===== src/rtl/muldiv_pkg.sv =====
// Shared types and constants for the RV32M multiply/divide sequencer.
// Latency: n/a (declarations only).
// Backpressure: n/a.
package muldiv_pkg;

    typedef enum logic [1:0] {
        IDLE = 2'd0,
        CALC = 2'd1,
        FIX  = 2'd2,
        DONE = 2'd3
    } state_t;

    // Funct7 that marks an R-type instruction as an M-extension op.
    localparam logic [6:0] FUNCT7_MULDIV = 7'b0000001;

    localparam logic [2:0] F3_MUL    = 3'b000;
    localparam logic [2:0] F3_MULH   = 3'b001;
    localparam logic [2:0] F3_MULHSU = 3'b010;
    localparam logic [2:0] F3_MULHU  = 3'b011;
    localparam logic [2:0] F3_DIV    = 3'b100;
    localparam logic [2:0] F3_DIVU   = 3'b101;
    localparam logic [2:0] F3_REM    = 3'b110;
    localparam logic [2:0] F3_REMU   = 3'b111;

    // funct3[2] separates the divide family from the multiply family.
    function automatic logic is_div_op(input logic [2:0] f3);
        return f3[2];
    endfunction

endpackage


===== src/rtl/muldiv_sequencer_if.sv =====
// Request/response bundle between the decoder/execute stage and the sequencer.
// Latency: n/a (wires only).
// Backpressure: stall is the only backpressure; the requester holds while it is high.
// master: drives start/flush/funct3/op_a/op_b, observes busy/stall/done/result.
// slave : the sequencer side, directions reversed.
interface muldiv_sequencer_if #(parameter int WIDTH = 32);
    logic             start;
    logic             flush;
    logic [2:0]       funct3;
    logic [WIDTH-1:0] op_a;
    logic [WIDTH-1:0] op_b;
    logic             busy;
    logic             stall;
    logic             done;
    logic [WIDTH-1:0] result;

    modport master (
        output start, flush, funct3, op_a, op_b,
        input  busy, stall, done, result
    );

    modport slave (
        input  start, flush, funct3, op_a, op_b,
        output busy, stall, done, result
    );
endinterface


===== src/rtl/muldiv_datapath.sv =====
// Operand/accumulator/remainder registers and one radix-2 mul/div step per strobe.
// Latency: load 1 cycle, WIDTH step strobes, fix 1 cycle; fast-path result written on load.
// Backpressure: none; purely strobe driven by the sequencer FSM.
// Ports: load/step/fix strobes, funct3 + operands (sampled on load), fast (comb flag), result.
module muldiv_datapath import muldiv_pkg::*; #(
    parameter int WIDTH = 32
) (
    input  logic             clk,
    input  logic             reset,
    input  logic             load,
    input  logic             step,
    input  logic             fix,
    input  logic [2:0]       funct3,
    input  logic [WIDTH-1:0] op_a,
    input  logic [WIDTH-1:0] op_b,
    output logic             fast,
    output logic [WIDTH-1:0] result
);
    localparam logic [WIDTH-1:0] MIN_NEG = {1'b1, {(WIDTH-1){1'b0}}};

    logic [2:0]         f3_q, f3_d;
    logic [WIDTH-1:0]   opnd_q, opnd_d;     // multiplicand or divisor
    logic [2*WIDTH-1:0] acc_q, acc_d;       // product, or quotient in the low half
    logic [WIDTH:0]     rem_q, rem_d;       // partial remainder
    logic               neg_q, neg_d;       // product/quotient sign
    logic               neg_rem_q, neg_rem_d;
    logic [WIDTH-1:0]   result_q, result_d;

    logic               a_signed, b_signed, sign_a, sign_b;
    logic [WIDTH-1:0]   abs_a, abs_b, fast_res;
    logic               div_zero, div_ovf;
    logic [WIDTH:0]     sum;
    logic [WIDTH+1:0]   shifted, diff;
    logic [2*WIDTH-1:0] prod;
    logic [WIDTH-1:0]   quo, rem;

    // Acceptance-time operand conditioning and fast-path detection.
    always_comb begin
        a_signed = (funct3 == F3_MULH) || (funct3 == F3_MULHSU) ||
                   (funct3 == F3_DIV)  || (funct3 == F3_REM);
        b_signed = (funct3 == F3_MULH) || (funct3 == F3_DIV) || (funct3 == F3_REM);
        sign_a   = a_signed & op_a[WIDTH-1];
        sign_b   = b_signed & op_b[WIDTH-1];
        abs_a    = sign_a ? (~op_a + WIDTH'(1)) : op_a;
        abs_b    = sign_b ? (~op_b + WIDTH'(1)) : op_b;
        div_zero = is_div_op(funct3) && (op_b == '0);
        div_ovf  = is_div_op(funct3) && !funct3[0] && (op_a == MIN_NEG) && (op_b == '1);
        fast     = div_zero | div_ovf;
        // funct3[1] picks REM/REMU over DIV/DIVU.
        if (div_zero) fast_res = funct3[1] ? op_a : '1;
        else          fast_res = funct3[1] ? '0 : op_a;
    end

    // One radix-2 step: add-shift for multiply, restoring shift-subtract for divide.
    always_comb begin
        sum     = {1'b0, acc_q[2*WIDTH-1:WIDTH]} + (acc_q[0] ? {1'b0, opnd_q} : '0);
        shifted = {rem_q, acc_q[WIDTH-1]};
        diff    = shifted - {2'b00, opnd_q};
    end

    // Sign restoration for FIX.
    always_comb begin
        prod = neg_q     ? (~acc_q + (2*WIDTH)'(1)) : acc_q;
        quo  = neg_q     ? (~acc_q[WIDTH-1:0] + WIDTH'(1)) : acc_q[WIDTH-1:0];
        rem  = neg_rem_q ? (~rem_q[WIDTH-1:0] + WIDTH'(1)) : rem_q[WIDTH-1:0];
    end

    always_comb begin
        f3_d      = f3_q;
        opnd_d    = opnd_q;
        acc_d     = acc_q;
        rem_d     = rem_q;
        neg_d     = neg_q;
        neg_rem_d = neg_rem_q;
        result_d  = result_q;
        if (load) begin
            f3_d      = funct3;
            neg_d     = sign_a ^ sign_b;
            neg_rem_d = sign_a;
            rem_d     = '0;
            if (is_div_op(funct3)) begin
                opnd_d = abs_b;
                acc_d  = {{WIDTH{1'b0}}, abs_a};
            end else begin
                opnd_d = abs_a;
                acc_d  = {{WIDTH{1'b0}}, abs_b};
            end
            if (fast) result_d = fast_res;
        end else if (step) begin
            if (is_div_op(f3_q)) begin
                // diff[WIDTH+1] is the borrow; no borrow means the quotient bit is 1.
                rem_d = diff[WIDTH+1] ? shifted[WIDTH:0] : diff[WIDTH:0];
                acc_d = {acc_q[2*WIDTH-1:WIDTH], acc_q[WIDTH-2:0], ~diff[WIDTH+1]};
            end else begin
                acc_d = {sum, acc_q[WIDTH-1:1]};
            end
        end else if (fix) begin
            case (f3_q)
                F3_MUL:                      result_d = prod[WIDTH-1:0];
                F3_MULH, F3_MULHSU, F3_MULHU: result_d = prod[2*WIDTH-1:WIDTH];
                F3_DIV, F3_DIVU:             result_d = quo;
                default:                     result_d = rem;
            endcase
        end
    end

    always_ff @(posedge clk or negedge reset) begin
        if (!reset) begin
            f3_q      <= '0;
            opnd_q    <= '0;
            acc_q     <= '0;
            rem_q     <= '0;
            neg_q     <= 1'b0;
            neg_rem_q <= 1'b0;
            result_q  <= '0;
        end else begin
            f3_q      <= f3_d;
            opnd_q    <= opnd_d;
            acc_q     <= acc_d;
            rem_q     <= rem_d;
            neg_q     <= neg_d;
            neg_rem_q <= neg_rem_d;
            result_q  <= result_d;
        end
    end

    assign result = result_q;

endmodule


===== src/rtl/muldiv_sequencer.sv =====
// RV32M multi-cycle multiply/divide sequencer: FSM + iteration counter around muldiv_datapath.
// Latency: WIDTH+2 cycles accept-to-done, 1 cycle for divide-by-zero / signed overflow.
// Backpressure: stall holds upstream while busy or while a start is being accepted; start in CALC/FIX is dropped.
// Ports: clk, reset (async active-low), bus (slave modport: start/flush/funct3/op_a/op_b in, busy/stall/done/result out).
module muldiv_sequencer import muldiv_pkg::*; #(
    parameter int WIDTH = 32
) (
    input  logic              clk,
    input  logic              reset,
    muldiv_sequencer_if.slave bus
);
    localparam int CW = $clog2(WIDTH);

    state_t        state_q, state_d;
    logic [CW-1:0] cnt_q, cnt_d;

    logic idle_or_done, accept, fast;
    logic busy, done, step, fix;

    assign idle_or_done = (state_q == IDLE) || (state_q == DONE);
    assign accept       = idle_or_done && bus.start && !bus.flush;

    always_ff @(posedge clk or negedge reset) begin
        if (!reset) begin
            state_q <= IDLE;
            cnt_q   <= '0;
        end else begin
            state_q <= state_d;
            cnt_q   <= cnt_d;
        end
    end

    always_comb begin
        state_d = state_q;
        cnt_d   = cnt_q;
        if (bus.flush) begin
            state_d = IDLE;
        end else begin
            case (state_q)
                IDLE, DONE: begin
                    if (bus.start) begin
                        state_d = fast ? DONE : CALC;
                        cnt_d   = CW'(WIDTH-1);
                    end else begin
                        state_d = IDLE;
                    end
                end
                CALC: begin
                    cnt_d = cnt_q - CW'(1);
                    if (cnt_q == '0) state_d = FIX;
                end
                FIX:     state_d = DONE;
                default: state_d = IDLE;
            endcase
        end
    end

    // Strobes are gated by flush so an aborted op never writes result.
    always_comb begin
        busy = (state_q == CALC) || (state_q == FIX);
        done = (state_q == DONE);
        step = (state_q == CALC) && !bus.flush;
        fix  = (state_q == FIX)  && !bus.flush;
    end

    assign bus.busy  = busy;
    assign bus.done  = done;
    assign bus.stall = busy | accept;

    muldiv_datapath #(.WIDTH(WIDTH)) u_datapath (
        .clk    (clk),
        .reset  (reset),
        .load   (accept),
        .step   (step),
        .fix    (fix),
        .funct3 (bus.funct3),
        .op_a   (bus.op_a),
        .op_b   (bus.op_b),
        .fast   (fast),
        .result (bus.result)
    );

endmodule


===== src/flat_wrapper.sv =====
// flat-port wrapper written by rule: the top's interface ports become plain ports
module muldiv_sequencer_flat import muldiv_pkg::*;
#(
    parameter int WIDTH = 32
)
  (clk, reset, bus_start, bus_flush, bus_funct3, bus_op_a, bus_op_b, bus_busy, bus_stall, bus_done, bus_result);
  muldiv_sequencer_if #(.WIDTH(WIDTH)) bus_i ();
  input  logic clk;
  input  logic reset;
  input wire logic [$bits(bus_i.start)-1:0] bus_start;
  input wire logic [$bits(bus_i.flush)-1:0] bus_flush;
  input wire logic [$bits(bus_i.funct3)-1:0] bus_funct3;
  input wire logic [$bits(bus_i.op_a)-1:0] bus_op_a;
  input wire logic [$bits(bus_i.op_b)-1:0] bus_op_b;
  output wire logic [$bits(bus_i.busy)-1:0] bus_busy;
  output wire logic [$bits(bus_i.stall)-1:0] bus_stall;
  output wire logic [$bits(bus_i.done)-1:0] bus_done;
  output wire logic [$bits(bus_i.result)-1:0] bus_result;
  assign bus_i.start = bus_start;
  assign bus_i.flush = bus_flush;
  assign bus_i.funct3 = bus_funct3;
  assign bus_i.op_a = bus_op_a;
  assign bus_i.op_b = bus_op_b;
  assign bus_busy = bus_i.busy;
  assign bus_stall = bus_i.stall;
  assign bus_done = bus_i.done;
  assign bus_result = bus_i.result;
  muldiv_sequencer #(.WIDTH(WIDTH)) u_core (.clk(clk), .reset(reset), .bus(bus_i));
endmodule

===== config.mk =====
export PLATFORM = sky130hd
export DESIGN_NAME = muldiv_sequencer_flat
export DESIGN_NICKNAME = d
export VERILOG_FILES = /design/src/rtl/muldiv_pkg.sv /design/src/rtl/muldiv_sequencer_if.sv /design/src/rtl/muldiv_datapath.sv /design/src/rtl/muldiv_sequencer.sv /design/src/flat_wrapper.sv
export SDC_FILE = /design/constraint.sdc
export NUM_CORES = 1
export LEC_CHECK = 0
export ABC_AREA = 1
export BUFFER_PORTS_ARGS = -buffer_cell sky130_fd_sc_hd__buf_2
export CAP_MARGIN = 20
export CORE_ASPECT_RATIO = 1.75
export CORE_UTILIZATION = 40
export DETAILED_ROUTE_END_ITERATION = 10
export HOLD_SLACK_MARGIN = 0.12
export PLACE_DENSITY = 0.6
export SYNTH_ARGS = -nofsm -noshare
export SYNTH_HDL_FRONTEND = slang
export SYNTH_SLANG_ARGS = --single-unit

===== constraint.sdc =====
create_clock -name clk -period 3.06 [get_ports clk]
set_clock_uncertainty 0.2 [all_clocks]
set_input_delay 0.459 -clock clk [delete_from_list [all_inputs] [get_ports clk]]
set_output_delay 0.459 -clock clk [all_outputs]
set_load 0.02 [all_outputs]

==> metrics.txt, run 1 <==
outcome finished, final reports clean; post-route ant nets 0; R2R Path End u_core.u_datapath.acc_q[54]; DP HPWL 75600 µm; Placed Instance Area 20800 µm²; Syn Nets 3425; Startpoint Class flip-flop; synthesized cell area 19000 µm²; antenna violations before repair 6; Cells after Synth 3277; reg2reg setup slack 0.14 ns; Core ar. 46900 µm²; GRT Residual Overflow 0; top-area cell type share of the netlist area 0.228; Yosys warning total 0; #FFs+latches synth 173; Post-synth ARST share 1.00; # port buffers 105; Routed WL 94100 µm; Syn-to-layout area delta 13.7%; largest family of logic cells by synthesized area simple AND/OR/NAND/NOR gates; post-layout min period 2.92 ns; kind of critical path flip-flop to flip-flop; CP Max Fanout 29; met2 WL 45400 µm; vias in the first global route 22500; Synth top cells by count nand2_1 (1106), inv_1 (399), nor2_1 (392), nand3_1 (284), dfrtp_1 (173); transition time of the tightest slew-check pin 1.18 ns; Clock transition at path regs 0.08 ns; die area 48400 µm²; Crit. End Element flip-flop; Req. time, crit path 3.22 ns; CP Capture Point u_core.u_datapath.acc_q[54]; Yosys top cell by area dfrtp_1; row count 105; CTS tree done; Max clock buf depth 2; Clock Latency Late Sink 0.48 ns; Nets 3568; Initial Util 0.405; Synth Area in Adders 0.0515; WL met1 30600 µm; DIE HEIGHT 290 µm; multiplexer share of the synthesized area 0; first-pass GRT wire length 138000 µm; initial drt markers 1710; I/O pins 106; Seq/Total Area, Yosys 0.228; Most used DFF post-synth dfrtp_1; gp weighted congestion 1.07; Yosys cell types 52; Mapped Avg Cell Area 5.80 µm²; CP Launch Point u_core.u_datapath.acc_q[0]; simple logic cell fraction of the synthesized area 0.423; Post-synth EDFFs 0; DRC Markers 0; Hold WS 0.135 ns; most common cell in the netlist nand2_1; Max rail drop VDD 0.000497 V; power per cell area 974 nW/µm²; Max Fclk 342 MHz; Hold Crit Depth 3; Hold Fails Final Rpt 0; Vias/cell 5.64; Rel. slew slack 0.206; fraction of final layout cells sized beyond drive strength 1 0.0967; Die W 167 µm; RSZ-0062 raised after global routing yes; Final Instance Area 21600 µm²; Compound-Gate Fraction of Synth Area 0.156; # setup viols final 0; RR Startpoint u_core.u_datapath.acc_q[0]; Tot GR Track Use 0.391; hold crit path type input pin to flip-flop; Leak Pwr 11.5 nW; average wire per cell in the routed design 23.4 µm; Root Driver clkbuf_16; DRT Pass-1 Iters 6; via count 22700; critical path arrival 3.08 ns; Num CTS Buffers 17; final period utilization 0.955; Post-Synth XOR/XNOR Area 0.0355; Clock Sinks 173; met3 WL post-DR 6140 µm; largest net degree at the start of global routing 73; H-tree Lvls 4; R2R cell count 13; top cells by area, synth dfrtp_1 (23%), nand2_1 (22%), inv_1 (7.9%); max cap viols 0; final max-slew violation count 0; Max Used Layer met5
## cells by family (layout without fill, tap and decap cells)
family,Yosys count,count (layout)
and+or+nand+nor,1927,1927
DFF,173,173
buffers and inverters,512,668
xor gates and xnor gates,77,77
adders and majority gates,77,77
other,0,3
AOI/OAI and AO/OA,511,511
## power by group
group          internal, mW  leakage [nW]  total [mW]  switching (mW)
Combinational          4.22          9.03        14.0            9.73
Sequential             3.15          2.17        4.43            1.28
Clock                  1.55         0.337        2.64            1.09
## worst max-delay path, cell delays in order, from the launching register on
cell,delay [ns]
dfrtp_1,0.43
buf_12,0.19
nand2_1,0.09
inv_1,0.05
ha_1,0.36
a21oi_1,0.11
o21ai_0,0.32
buf_4,0.17
a21oi_1,0.03
nand2_1,0.26
a21oi_1,0.14
or2_2,0.29
nand3_1,0.07
o21ai_0,0.08
## repair_timing
item	4_1_cts	5_1_grt
hold buffers	3	0
endpoints found under the setup margin	0	14
setup buffers	0	1
endpoints found under the hold margin	49	0
resized for setup	0	10
## worst min-delay path by stage
| stage | start | to | slack (ns) |
|---|---|---|---|
| floorplan | reset | u_core.cnt_q[0] | -0.04 |
| global placement | reset | u_core.cnt_q[0] | 0.27 |
| detailed placement | reset | u_core.state_q[0] | 0.27 |
| CTS | bus_funct3[0] | u_core.u_datapath.f3_q[0] | 0.12 |
| global route | bus_funct3[0] | u_core.u_datapath.f3_q[0] | 0.13 |
| finish | bus_funct3[0] | u_core.u_datapath.f3_q[0] | 0.14 |
## area by class of cell
| type | instances | area, µm² |
|---|---|---|
| fill | 5257 | 25300 |
| multi-input combinational | 2592 | 12700 |
| sequential | 173 | 4330 |
| timing repair buffer | 224 | 1600 |
| inverter | 412 | 1550 |
| tap | 588 | 736 |
| clock buffer | 21 | 480 |
| clock inverter | 11 | 201 |
| antenna | 3 | 7.51 |
## registers in the layout, indices dropped and copies added, names as in the netlist
signal                       count
u_core.u_datapath.acc_q         64
u_core.u_datapath.rem_q         33
u_core.u_datapath.opnd_q        32
u_core.u_datapath.result        32
u_core.cnt_q                     5
u_core.u_datapath.f3_q           3
u_core.state_q                   2
u_core.u_datapath.neg_q          1
u_core.u_datapath.neg_rem_q      1
## metrics by stage
stage | total power [mW] | std cells | utilization | setup WS [ns] | TNS (ns)
6_report | 21.0 | 4024 | 0.460 | 0.138 | 0
5_1_grt | 22.4 | 4021 | 0.460 | -0.0396 | -0.111
4_1_cts | 20.4 | 4020 | 0.460 | 0.0788 | 0
3_5_place_dp | 17.7 | 3985 | 0.444 | 0.0950 | 0
3_3_place_gp | 17.7 | 3985 | 0.444 | 0.111 | 0
2_1_floorplan | 12.3 | 3277 | - | 0.572 | 0
## cell usage in the layout (no fill, tap or decap), types with 7 or more instances in the layout
master     Yosys  routed
o21a_1         7       7
clkbuf_16      0      17
a31oi_1        9       9
o211ai_1      25      25
o22ai_1       15      15
nand3_2        7       9
a21o_1        11      11
nor3_1        24      24
nand3b_1      12      12
buf_4          2     103
inv_1        399     399
o21ai_0      161     159
nand4_1       49      49
a21boi_1       8       8
nor2_1       392     388
nand2_2       11      14
dfrtp_1      173     172
nor2_2        20      21
buf_2         28     104
xnor2_1       28      28
xor2_1        49      49
nand2_1     1106    1103
a221oi_1      27      27
a22oi_1       18      18
nor2_4         5       8
a21oi_1      156     156
ha_1          75      75
o21ai_1       43      43
o221ai_1       8       8
o21bai_1      13      13
inv_2         11      11
nand3_1      284     282
buf_12         0      13
## layer usage
layer / vias to the layer above / global-route usage
met5: - / 0
li1: 10900 / -
met1: 10400 / 0.371
met4: 6 / 0.423
met2: 986 / 0.674
met3: 411 / 0.0797
No activity file was read; power rests on OpenSTA's default activity.
==> run 2, diff against run 1 <==
--- a/constraint.sdc
+++ b/constraint.sdc
@@ -4,2 +4,2 @@
 set_output_delay 0.459 -clock clk [all_outputs]
-set_load 0.02 [all_outputs]
+set_load 0.1 [all_outputs]
==> run 2 against run 1 <==
Compared with the run above:
- maximum frequency shrank 1.8%
- sequential power is essentially flat
- clock-buffer cell count shrank 3
- critical path depth shrank 1
- first-iteration DRC count grew 12%
- largest power group unchanged
- sequential cell count is the same
- non-clock buffer count grew 3
- die area is the same
==> metrics.txt, run 2 (synthesis gave the netlist of run 1 again) <==
average wire per cell in the routed design 23.7 µm (+1.3%); # port buffers 105 (unchanged); Vias/cell 5.65 (+0.15%); hold crit path type input pin to flip-flop; CP Max Fanout 7 (-76%); first-pass GRT wire length 139000 µm (+0.88%); DP HPWL 76300 µm (+0.94%); transition time of the tightest slew-check pin 1.08 ns (-0.0941 ns); most frequent cells in the layout nand2_1 (1103), inv_1 (399), nor2_1 (388); CP dominant cell by count nand2_1; crit-path cells nor2_2 > nand3_1 > nor2_1 > nand2_1 > nor2_2 > nand2_1 > nand2_1 > o211ai_1 > nand3_1 > nand2_1 > nand2_1 > nand2_1; Num CTS Buffers 17 (unchanged); max cap viols 0 (unchanged); row count 105 (unchanged); Root Driver clkbuf_16; RSZ-0062 raised after global routing yes; power per cell area 1040 nW/µm² (+6.3%); Largest Register u_core.u_datapath.acc_q; largest net degree at the start of global routing 73 (unchanged); Final Instance Area 21600 µm² (about the same); Die W 167 µm (unchanged); Startpoint Class flip-flop; critical path arrival 3.13 ns (+0.05 ns); Multi-input gate area 12700 µm² (about the same); final max-slew violation count 0 (unchanged); Crit. End Element flip-flop; initial drt markers 1919 (+12%); die area 48400 µm² (unchanged); Hold Fails Final Rpt 0 (unchanged); Max rail drop VDD 0.000740 V (+49%); Clock Sinks 173 (unchanged); Routed WL 95300 µm (+1.3%); Worst Path Buf+Inv 0 (-3); I/O pins 106 (unchanged); gp weighted congestion 1.10 (+2.4%); DRC Markers 0 (unchanged); Tot GR Track Use 0.395 (+0.00355); final period utilization 0.973 (+0.0176); Leak Pwr 11.5 nW (about the same); Core ar. 46900 µm² (unchanged); H-tree Lvls 4 (unchanged); postcts setup bufs 0 (unchanged); post-route ant nets 0 (unchanged); total power 22.4 mW (+6.4%); outcome finished, final reports clean; Top Registers u_core.u_datapath.acc_q: 64 flops, u_core.u_datapath.rem_q: 33 flops; CP max-delay cell dfrtp_1; DRT Pass-1 Iters 7 (+1); # setup viols final 0 (unchanged); register area 4330 µm² (unchanged); CTS tree done; Max Fclk 336 MHz (-1.8%); commonest non-fill, non-tap cell in the layout nand2_1; DIE HEIGHT 290 µm (unchanged); Clock transition at path regs 0.08 ns (about the same); via count 22700 (+0.17%); Rel. slew slack 0.275 (+0.0686); Initial Util 0.405 (unchanged); vias in the first global route 22600 (+0.33%); Max clock buf depth 2 (unchanged); Nets 3571 (+0.084%); Largest register FFs 64 (unchanged); Clock Latency Late Sink 0.47 ns (about the same); Syn-to-layout area delta 13.7% (about the same); cell family with most CP delay simple AND/OR/NAND/NOR gates; slowest stage delay, CP 0.50 ns (+0.07 ns); fraction of final layout cells sized beyond drive strength 1 0.0975 (+0.000789); kind of critical path flip-flop to flip-flop; fillers 5203 (-1.0%); Req. time, crit path 3.22 ns (about the same); antenna violations before repair 5 (-1); post-layout min period 2.98 ns (+0.0538 ns); final core occ 0.461 (about the same); Placed Instance Area 20900 µm² (+0.40%); GRT Residual Overflow 0 (unchanged)
==> run 2: changes by cell type in the layout (fill, tap and decap cells not counted), moves of 2 or more <==
cell,previous run,this run
clkbuf_8,5,2
clkinv_4,1,4
buf_12,13,17
o21ai_1,43,45
bufinv_16,5,3
o21ai_2,4,2
diode_2,3,1
==> run 2: final timing paths <==
kind / endpoint / slack [ns] / from / cells past startpoint
worst max-delay path: u_core.u_datapath.result[9] / 0.08 / u_core.u_datapath.acc_q[9] / 12
worst min-delay path: u_core.u_datapath.f3_q[0] / 0.16 / bus_funct3[0] / 3
worst max register to register: u_core.u_datapath.result[9] / 0.08 / u_core.u_datapath.acc_q[9] / 12
worst min register to register: u_core.u_datapath.result[15] / 0.28 / u_core.u_datapath.result[15] / 2
max in group asynchronous: u_core.u_datapath.result[6] / 1.49 / reset / 3
min in group asynchronous: u_core.state_q[0] / 0.38 / reset / 2
==> run 2: where the power goes <==
part / total [mW] / switching (mW) / internal [mW] / leakage (nW)
combinational: 15.5 / 11.2 / 4.30 / 9.05
sequential: 4.42 / 1.27 / 3.15 / 2.17
clock: 2.45 / 1.12 / 1.33 / 0.305
total: 22.4 / 13.6 / 8.78 / 11.5
==> run 2: worst reg2reg max path, delay by kind of cell, from the launching register on <==
family | cells | cell delay [ns]
AND/OR/NAND/NOR | 11 | 2.02
flip-flops | 1 | 0.50
AO/OA/AOI/OAI | 1 | 0.14
==> run 2: final cells by class <==
cell class	instances	share of cell area
Tap cell	588	0.0341
Clock buffer	18	0.0203
Multi-Input combinational cell	2592	0.588
Inverter	412	0.0716
Antenna cell	1	0.000116
Clock inverter	14	0.00845
Sequential cell	173	0.200
Timing Repair Buffer	227	0.0774
==> run 2: layer usage <==
layer | track usage | vias to the layer above | part of all wire
met5 | 0 | - | 0.00023
met4 | 0.386 | 4 | 0.11
met3 | 0.0813 | 400 | 0.066
met2 | 0.698 | 1040 | 0.49
met1 | 0.375 | 10400 | 0.33
li1 | - | 10900 | -
==> run 2: repair_timing <==
action	CTS	global route
hold buffers	3	0
hold endpoints to repair	66	0
endpoints found under the setup margin	0	13
resized for setup	0	10
==> run 2: per-stage QoR <==
stage	TNS, ns	instances	hold WS [ns]	setup WS, ns
2_1_floorplan	0	3277	-0.0366	0.329
3_3_place_gp	0	3989	0.262	0.158
3_5_place_dp	0	3989	0.265	0.175
4_1_cts	0	4024	0.139	0.170
5_1_grt	-0.228	4024	0.176	-0.0846
6_report	0	4025	0.159	0.0838
